File: config.mk
export PLATFORM = sky130hd
export DESIGN_NAME = cbus_rr_arbiter
export DESIGN_NICKNAME = d
export VERILOG_FILES = /design/src/rtl/common.sv /design/src/rtl/rr_picker.sv /design/src/rtl/cbus_rr_arbiter.sv
export SDC_FILE = /design/constraint.sdc
export NUM_CORES = 1
export LEC_CHECK = 0
export ABC_AREA = 1
export ABC_CLOCK_PERIOD_IN_PS = 1600
export CORE_AREA = 2 2 133 135
export CTS_CLUSTER_DIAMETER = 100
export DETAILED_ROUTE_END_ITERATION = 10
export DIE_AREA = 0 0 135 137
export GPL_ROUTABILITY_DRIVEN = 0
export PLACE_DENSITY = 0.5
export SLEW_MARGIN = 10
export SYNTH_ARGS = -nofsm -noshare
export SYNTH_HDL_FRONTEND = slang
export SYNTH_SLANG_ARGS = --single-unit
export TNS_END_PERCENT = 5
File: constraint.sdc
create_clock -name clk -period 1.6 [get_ports clk]
set_input_delay 0.24 -clock clk [delete_from_list [all_inputs] [get_ports clk]]
set_output_delay 0.24 -clock clk [all_outputs]
set_load 0.03 [all_outputs]
File: src/rtl/common.sv
// Shared cbus types between the caches, the arbiter and the memory bridge.
package common;

    typedef enum logic [2:0] {
        MSIZE1 = 3'b000,
        MSIZE2 = 3'b001,
        MSIZE4 = 3'b010,
        MSIZE8 = 3'b011
    } msize_t;

    // Encoded as beats-1, so the field doubles as the final beat index.
    typedef enum logic [3:0] {
        MLEN1  = 4'b0000,
        MLEN2  = 4'b0001,
        MLEN4  = 4'b0011,
        MLEN8  = 4'b0111,
        MLEN16 = 4'b1111
    } mlen_t;

    localparam logic [1:0] AXI_BURST_FIXED = 2'b00;
    localparam logic [1:0] AXI_BURST_INCR  = 2'b01;
    localparam logic [1:0] AXI_BURST_WRAP  = 2'b10;

    typedef struct packed {
        logic        valid;
        logic        is_write;
        msize_t      size;
        logic [31:0] addr;
        logic [3:0]  strobe;
        logic [31:0] data;
        mlen_t       len;
        logic [1:0]  burst;
    } cbus_req_t;

    typedef struct packed {
        logic        ready;
        logic        last;
        logic [31:0] data;
    } cbus_resp_t;

    typedef enum logic {
        ARB_IDLE,
        ARB_BUSY
    } arb_state_t;

    function automatic logic [4:0] len_to_beats(mlen_t len);
        case (len)
            MLEN1:   return 5'd1;
            MLEN2:   return 5'd2;
            MLEN4:   return 5'd4;
            MLEN8:   return 5'd8;
            MLEN16:  return 5'd16;
            default: return 5'd1;
        endcase
    endfunction

endpackage

File: src/rtl/rr_picker.sv
// Combinational round-robin pick: first valid index after last_grant, wrapping.
module rr_picker #(
    parameter int NUM_MASTERS = 2,
    parameter int SEL_BITS    = (NUM_MASTERS > 1) ? $clog2(NUM_MASTERS) : 1
) (
    input  logic [NUM_MASTERS-1:0] valid,
    input  logic [SEL_BITS-1:0]    last_grant,
    output logic                   found,
    output logic [SEL_BITS-1:0]    idx
);

    logic [SEL_BITS-1:0] cand;

    always_comb begin
        found = 1'b0;
        idx   = '0;
        cand  = '0;
        // Offset NUM_MASTERS wraps back to last_grant itself, so it is tried last.
        for (int k = 1; k <= NUM_MASTERS; k++) begin
            cand = SEL_BITS'((int'(last_grant) + k) % NUM_MASTERS);
            if (!found && valid[cand]) begin
                found = 1'b1;
                idx   = cand;
            end
        end
    end

endmodule

File: src/rtl/cbus_rr_arbiter.sv
// Round-robin merge of the cache cbus masters onto the single memory cbus,
// grant held for a whole burst, with beat-count versus len checking.
module cbus_rr_arbiter
    import common::*;
#(
    parameter int NUM_MASTERS = 2,
    parameter int SEL_BITS    = (NUM_MASTERS > 1) ? $clog2(NUM_MASTERS) : 1
) (
    input  logic                          clk,
    input  logic                          reset,
    input  cbus_req_t  [NUM_MASTERS-1:0]  ireqs,
    output cbus_resp_t [NUM_MASTERS-1:0]  iresps,
    output cbus_req_t                     oreq,
    input  cbus_resp_t                    oresp,
    output logic                          busy,
    output logic [SEL_BITS-1:0]           grant_idx,
    output logic                          len_err
);

    arb_state_t          state, state_nx;
    logic [SEL_BITS-1:0] sel, last_grant, pick_idx;
    logic [3:0]          beat_cnt;
    logic [NUM_MASTERS-1:0] req_vld;
    logic                found;
    logic [4:0]          final_idx;
    logic                at_final;

    always_comb begin
        for (int i = 0; i < NUM_MASTERS; i++) req_vld[i] = ireqs[i].valid;
    end

    rr_picker #(
        .NUM_MASTERS(NUM_MASTERS),
        .SEL_BITS   (SEL_BITS)
    ) u_picker (
        .valid     (req_vld),
        .last_grant(last_grant),
        .found     (found),
        .idx       (pick_idx)
    );

    assign final_idx = len_to_beats(ireqs[sel].len) - 5'd1;
    assign at_final  = ({1'b0, beat_cnt} == final_idx);
    assign grant_idx = (state == ARB_BUSY) ? sel : last_grant;

    always_ff @(posedge clk or negedge reset) begin
        if (!reset) state <= ARB_IDLE;
        else        state <= state_nx;
    end

    always_comb begin
        state_nx = state;
        oreq     = '0;
        iresps   = '0;
        busy     = 1'b0;
        case (state)
            ARB_IDLE: begin
                if (found) state_nx = ARB_BUSY;
            end
            ARB_BUSY: begin
                // Pass-through even if the master drops valid mid-burst.
                oreq        = ireqs[sel];
                iresps[sel] = oresp;
                busy        = 1'b1;
                if (oresp.ready && oresp.last) state_nx = ARB_IDLE;
            end
            default: state_nx = ARB_IDLE;
        endcase
    end

    always_ff @(posedge clk or negedge reset) begin
        if (!reset) begin
            sel        <= '0;
            last_grant <= SEL_BITS'(NUM_MASTERS - 1);
            beat_cnt   <= '0;
            len_err    <= 1'b0;
        end else if (state == ARB_IDLE) begin
            if (found) begin
                sel      <= pick_idx;
                beat_cnt <= '0;
            end
        end else if (oresp.ready) begin
            beat_cnt <= beat_cnt + 4'd1;
            if (oresp.last) begin
                last_grant <= sel;
                if (!at_final) len_err <= 1'b1;
            end else if (at_final) begin
                // Final beat by len arrived without last; keep waiting for last.
                len_err <= 1'b1;
            end
        end
    end

endmodule

Yosys cells after proc, flatten, opt, wreduce, memory -nomap -nowiden --
Cells that the tools add are included.
Cells by class: reductions and logical operators 10, eq/ne operators 7, $lt $le $gt $ge 4, add/sub/neg operators 4, muxes and demuxes 26, bitwise gates (word level) 2
Operators with widths (count):
- $mux W79 | 3
- $and A68 B68 Y68 | 1
- $mux W68 | 1
- $demux W34 S1 | 1
- $mux W34 | 1
- $pmux W5 S4 | 1
- $mux W1 | 15
- $mux W4 | 3
- $lt A1 B2 Y1 const B | 3
- $eq A4 B5 Y1 | 1
- $sub A5 B1 Y5 const B | 1
- $add A4 B1 Y4 const B | 1
- $eq A4 B1 Y1 const B | 1
- $eq A4 B2 Y1 const B | 1
- $eq A4 B3 Y1 const B | 1
- $eq A4 B4 Y1 const B | 1
- $ne A2 B2 Y1 const B | 2
- $reduce_and A2 Y1 | 2
- $reduce_and A4 Y1 | 1
- $reduce_bool A2 Y1 | 2
- $logic_and A1 B1 Y1 | 3
- $reduce_and A3 Y1 | 1
- $add A1 B1 Y1 const B | 2
- $pmux W1 S2 | 1
- 3 further kinds | 3
Word-level totals: register bits after elaboration 8, bits of input ports 194, word-level logic and storage cells 58, output and inout bits 150

Depth between registers and ports, before layout --
depth after elaboration 9, depth in mapped cells 12, gate-level depth less buffers 11

Modules after synthesis --
Synthesis repeated with hierarchy kept, for this count alone.
Unflattened totals: cell total of the unflattened synthesis 454, area, all modules 2105.8 um2
By module, submodules not included:
- cbus_rr_arbiter | cells an instance 451, sequential area each 201.4 um2, area each 2090.8 um2, times used 1
- rr_picker | cells an instance 3, sequential area each 0.0 um2, area each 15.0 um2, times used 1

Worst setup path before layout --
OpenSTA, ideal clock, no wires.
path type flip-flop to output port, from reg state, to out iresps[37] in the netlist's numbering, slack -128 ps, data arrival time 1488 ps, path buffers 2, stages on the path, launching flop included 5, data required time 1360 ps, cell sequence dfrtp_1 -> buf_2 -> nand2_1 -> clkbuf_1 -> nor2_1
RTL lines:
- from (decl) | RTL line cbus_rr_arbiter.sv:20 | arb_state_t state, state_nx;
- from (signal assigned) | RTL line cbus_rr_arbiter.sv:48 | else state <= state_nx;
- to (decl) | RTL line cbus_rr_arbiter.sv:12 | output cbus_resp_t [NUM_MASTERS-1:0] iresps,

==> results.md <==
* Synthesized Nets at 639
* I/O pin cnt at 344
* Power Dens Cells at 979.1 nW/um^2
* Least-Margin Pin Slew at 0.3950 ns
* # DRC at 0
* Number of H-tree levels at 1
* Worst slew margin at 73.59%
* Die W at 135 um
* Drt pass-1 iters at 4
* CTS clk-pin slew, worst paths at 0.04 ns
* Post-synthesis cell area at 2036 um^2
* Hold buffer count at cts at 0
* Met3 Use GR at 2.852%
* CTS tree: built
* Max FO, Critical Path at 15
* Failing checks: negative setup slack
* Primary FF master, synth: dfrtp_1
* Peak supply drop at 692.1 uV
* Routed WL at 15890 um
* Max Cap Viol at 0
* Register area share after synthesis at 9.896%
* Netlist cell types at 23
* Hold Vio Cnt, Final at 0
* CTS Buf Count at 3
* Total GRT Usage at 14.87%
* Leak at 2.959 nW
* Starting density of the core at 11.94%
* # nets final at 985
* Met1 usage at 18.42%
* RSZ-0062 raised after global routing: true
* Layout cells sized above 1 at 35.36%
* Crit path launch type: register
* Setup TNS at -10.97 ns
* Yosys reg bits at 8
* Vias in the first global route at 3712
* Clock sink total at 8
* Global-route wire length before repair at 21370 um
* Post-synth ARST share at 100.0%
* Final WS setup at -0.1383 ns
* Fmax at 575.3 MHz
* CORE AREA at 17060 um^2
* Finished Layout Cells at 1015
* GRT Max-Usage Layer: met2
* Status: complete, but fails checks
* Layout area overhead at 211.5%
* Initial antenna violation count at 1
* Final ANT Viol Nets at 0
* Worst path arrival time at 1.50 ns
* Die area at 18500 um^2
* Mapped Avg Cell Area at 4.585 um^2
* Hold Crit Class: in2async
* Rows at 48
* Final critical-path share of the clock period at 108.6%
* Finish-stage setup viols at 139
* Clock latency at the later pin of the worst-skew pair at 0.23 ns
* 1st-iter DRT viols at 141
* CP endpoint kind: output port
* Filler cell count at 1843
* Worst Path Class, Setup: reg2out
* CTS max path bufs at 2
* Die height at 137 um
* Count leader, synth: nand2_1
* Hpwl dp at 12230 um
* Critical Path RT at 1.36 ns
* Buffers on Ports at 343
* WL/cell at 15.66 um
* Largest net degree at the start of global routing at 43
* Vias/cell at 3.906
* Synth top area cells: nand2_1 32%, a21oi_1 19%, nor2_1 14%, inv_1 9.0%, dfrtp_1 8.6%
* Vias at 3965
* Synth warn at 0
* Post-synth EDFFs at 0
* Min cycle time layout at 1.738 ns
* Area leader, netlist: nand2_1
* GR Overflow Total at 0
* Final-report max-slew violation count at 0
* Post-synth top cells: 174 x nand2_1, 78 x a21oi_1, 76 x nor2_1
* Post-Place Worst Slack at 0.05540 ns
* # placed instances at 996
* Cells after Synth at 444
* Clk_skew at 0.001465 ns
* Synth top area share at 32.08%
* Clk root buf: clkbuf_16
* GR Util met2 at 27.44%
## final timing paths
kind	start	endpoint	slack (ns)	cells after the start
min	reset	beat_cnt[2]	0.30	1
min reg2reg	len_err	len_err	0.49	2
max reg2reg	sel	len_err	0.07	10
min in group clk	len_err	len_err	0.49	2
max	sel	oreq[63]	-0.14	6
max in group asynchronous	reset	last_grant	0.98	1
## logic make-up (layout without fill, tap and decap cells)
logic type               Yosys count  after routing  synth area share [%]
AO/OA/AOI/OAI                     92             92                 23.05
flip-flops                         8              8                 9.896
buffers and inverters             83            428                 16.96
other                              0              1                     0
XOR/XNOR                           1              1                0.4303
adder cells (fa/ha/maj)            1              1                0.6145
AND/OR/NAND/NOR                  259            259                 49.05
## area by class of cell
class                   count  area [um^2]  area share (%)
well taps                 225        281.5           4.440
clock buffers               4        78.83           1.243
inverters                  51        201.4           3.177
repair buffers            373         3741           59.00
diodes                      1        2.502         0.03946
multi-input cells         353         1832           28.89
flip-flops and latches      8        203.9           3.216
## placed cells by master, fill, tap and decap left out, types with 2 or more instances in the layout
cell	instances
clkdlybuf4s50_1	194
nand2_1	165
buf_4	107
buf_6	51
inv_1	49
a21oi_2	45
nor2_1	43
a21oi_1	34
nor2_2	26
buf_12	16
nand2_2	7
nor2_4	7
nand2_4	6
nand3_1	5
o21ai_0	5
dfrtp_1	5
clkbuf_16	5
o21ai_1	4
dfrtp_2	2
## power by group
group / internal [W] / switching [W] / leakage (nW)
clock: 0.000333 / 0.000105 / 0.0382
sequential: 0.000253 / 0.0000624 / 0.0920
combinational: 0.00234 / 0.00311 / 2.83
## worst max-delay path, cell delays in order (launching register included)
cell      delay, ns
dfrtp_2        0.47
clkinv_4       0.12
buf_12         0.14
buf_12         0.14
nand2_1        0.08
a21oi_2        0.15
buf_6          0.15
## layer usage
layer / routed length, um / vias up
met1: 6579 / 1731
met4: 151 / 0
met5: 0 / -
met3: 1136 / 10
met2: 8024 / 170
li1: - / 2054
## sequential cells by signal, indices dropped and copies added (netlist names)
register and cells:
last_grant 1, len_err 1, sel 1, beat_cnt 4, state 1
## timing repair
| action | in CTS | in global routing |
|---|---|---|
| endpoints found under the setup margin | 145 | 147 |
| setup buffers | 8 | 3 |
| gates cloned | 2 | 2 |
| resized for setup | 51 | 75 |
| pin swaps | 4 | 4 |
## through the flow
step / hold WS, ns / power, W / util, % / instance area, um^2
finish: 0.3016 / 0.006208 / 37.18 / 6341
floorplan: -0.05559 / 0.002945 / - / 2147
global placement: 0.4843 / 0.005076 / 33.03 / 5633
global route: 0.3308 / 0.006572 / 37.16 / 6339
CTS: 0.3163 / 0.005916 / 35.28 / 6017
detailed placement: 0.4722 / 0.005059 / 33.03 / 5633
No activity file was read; power rests on OpenSTA's default activity.
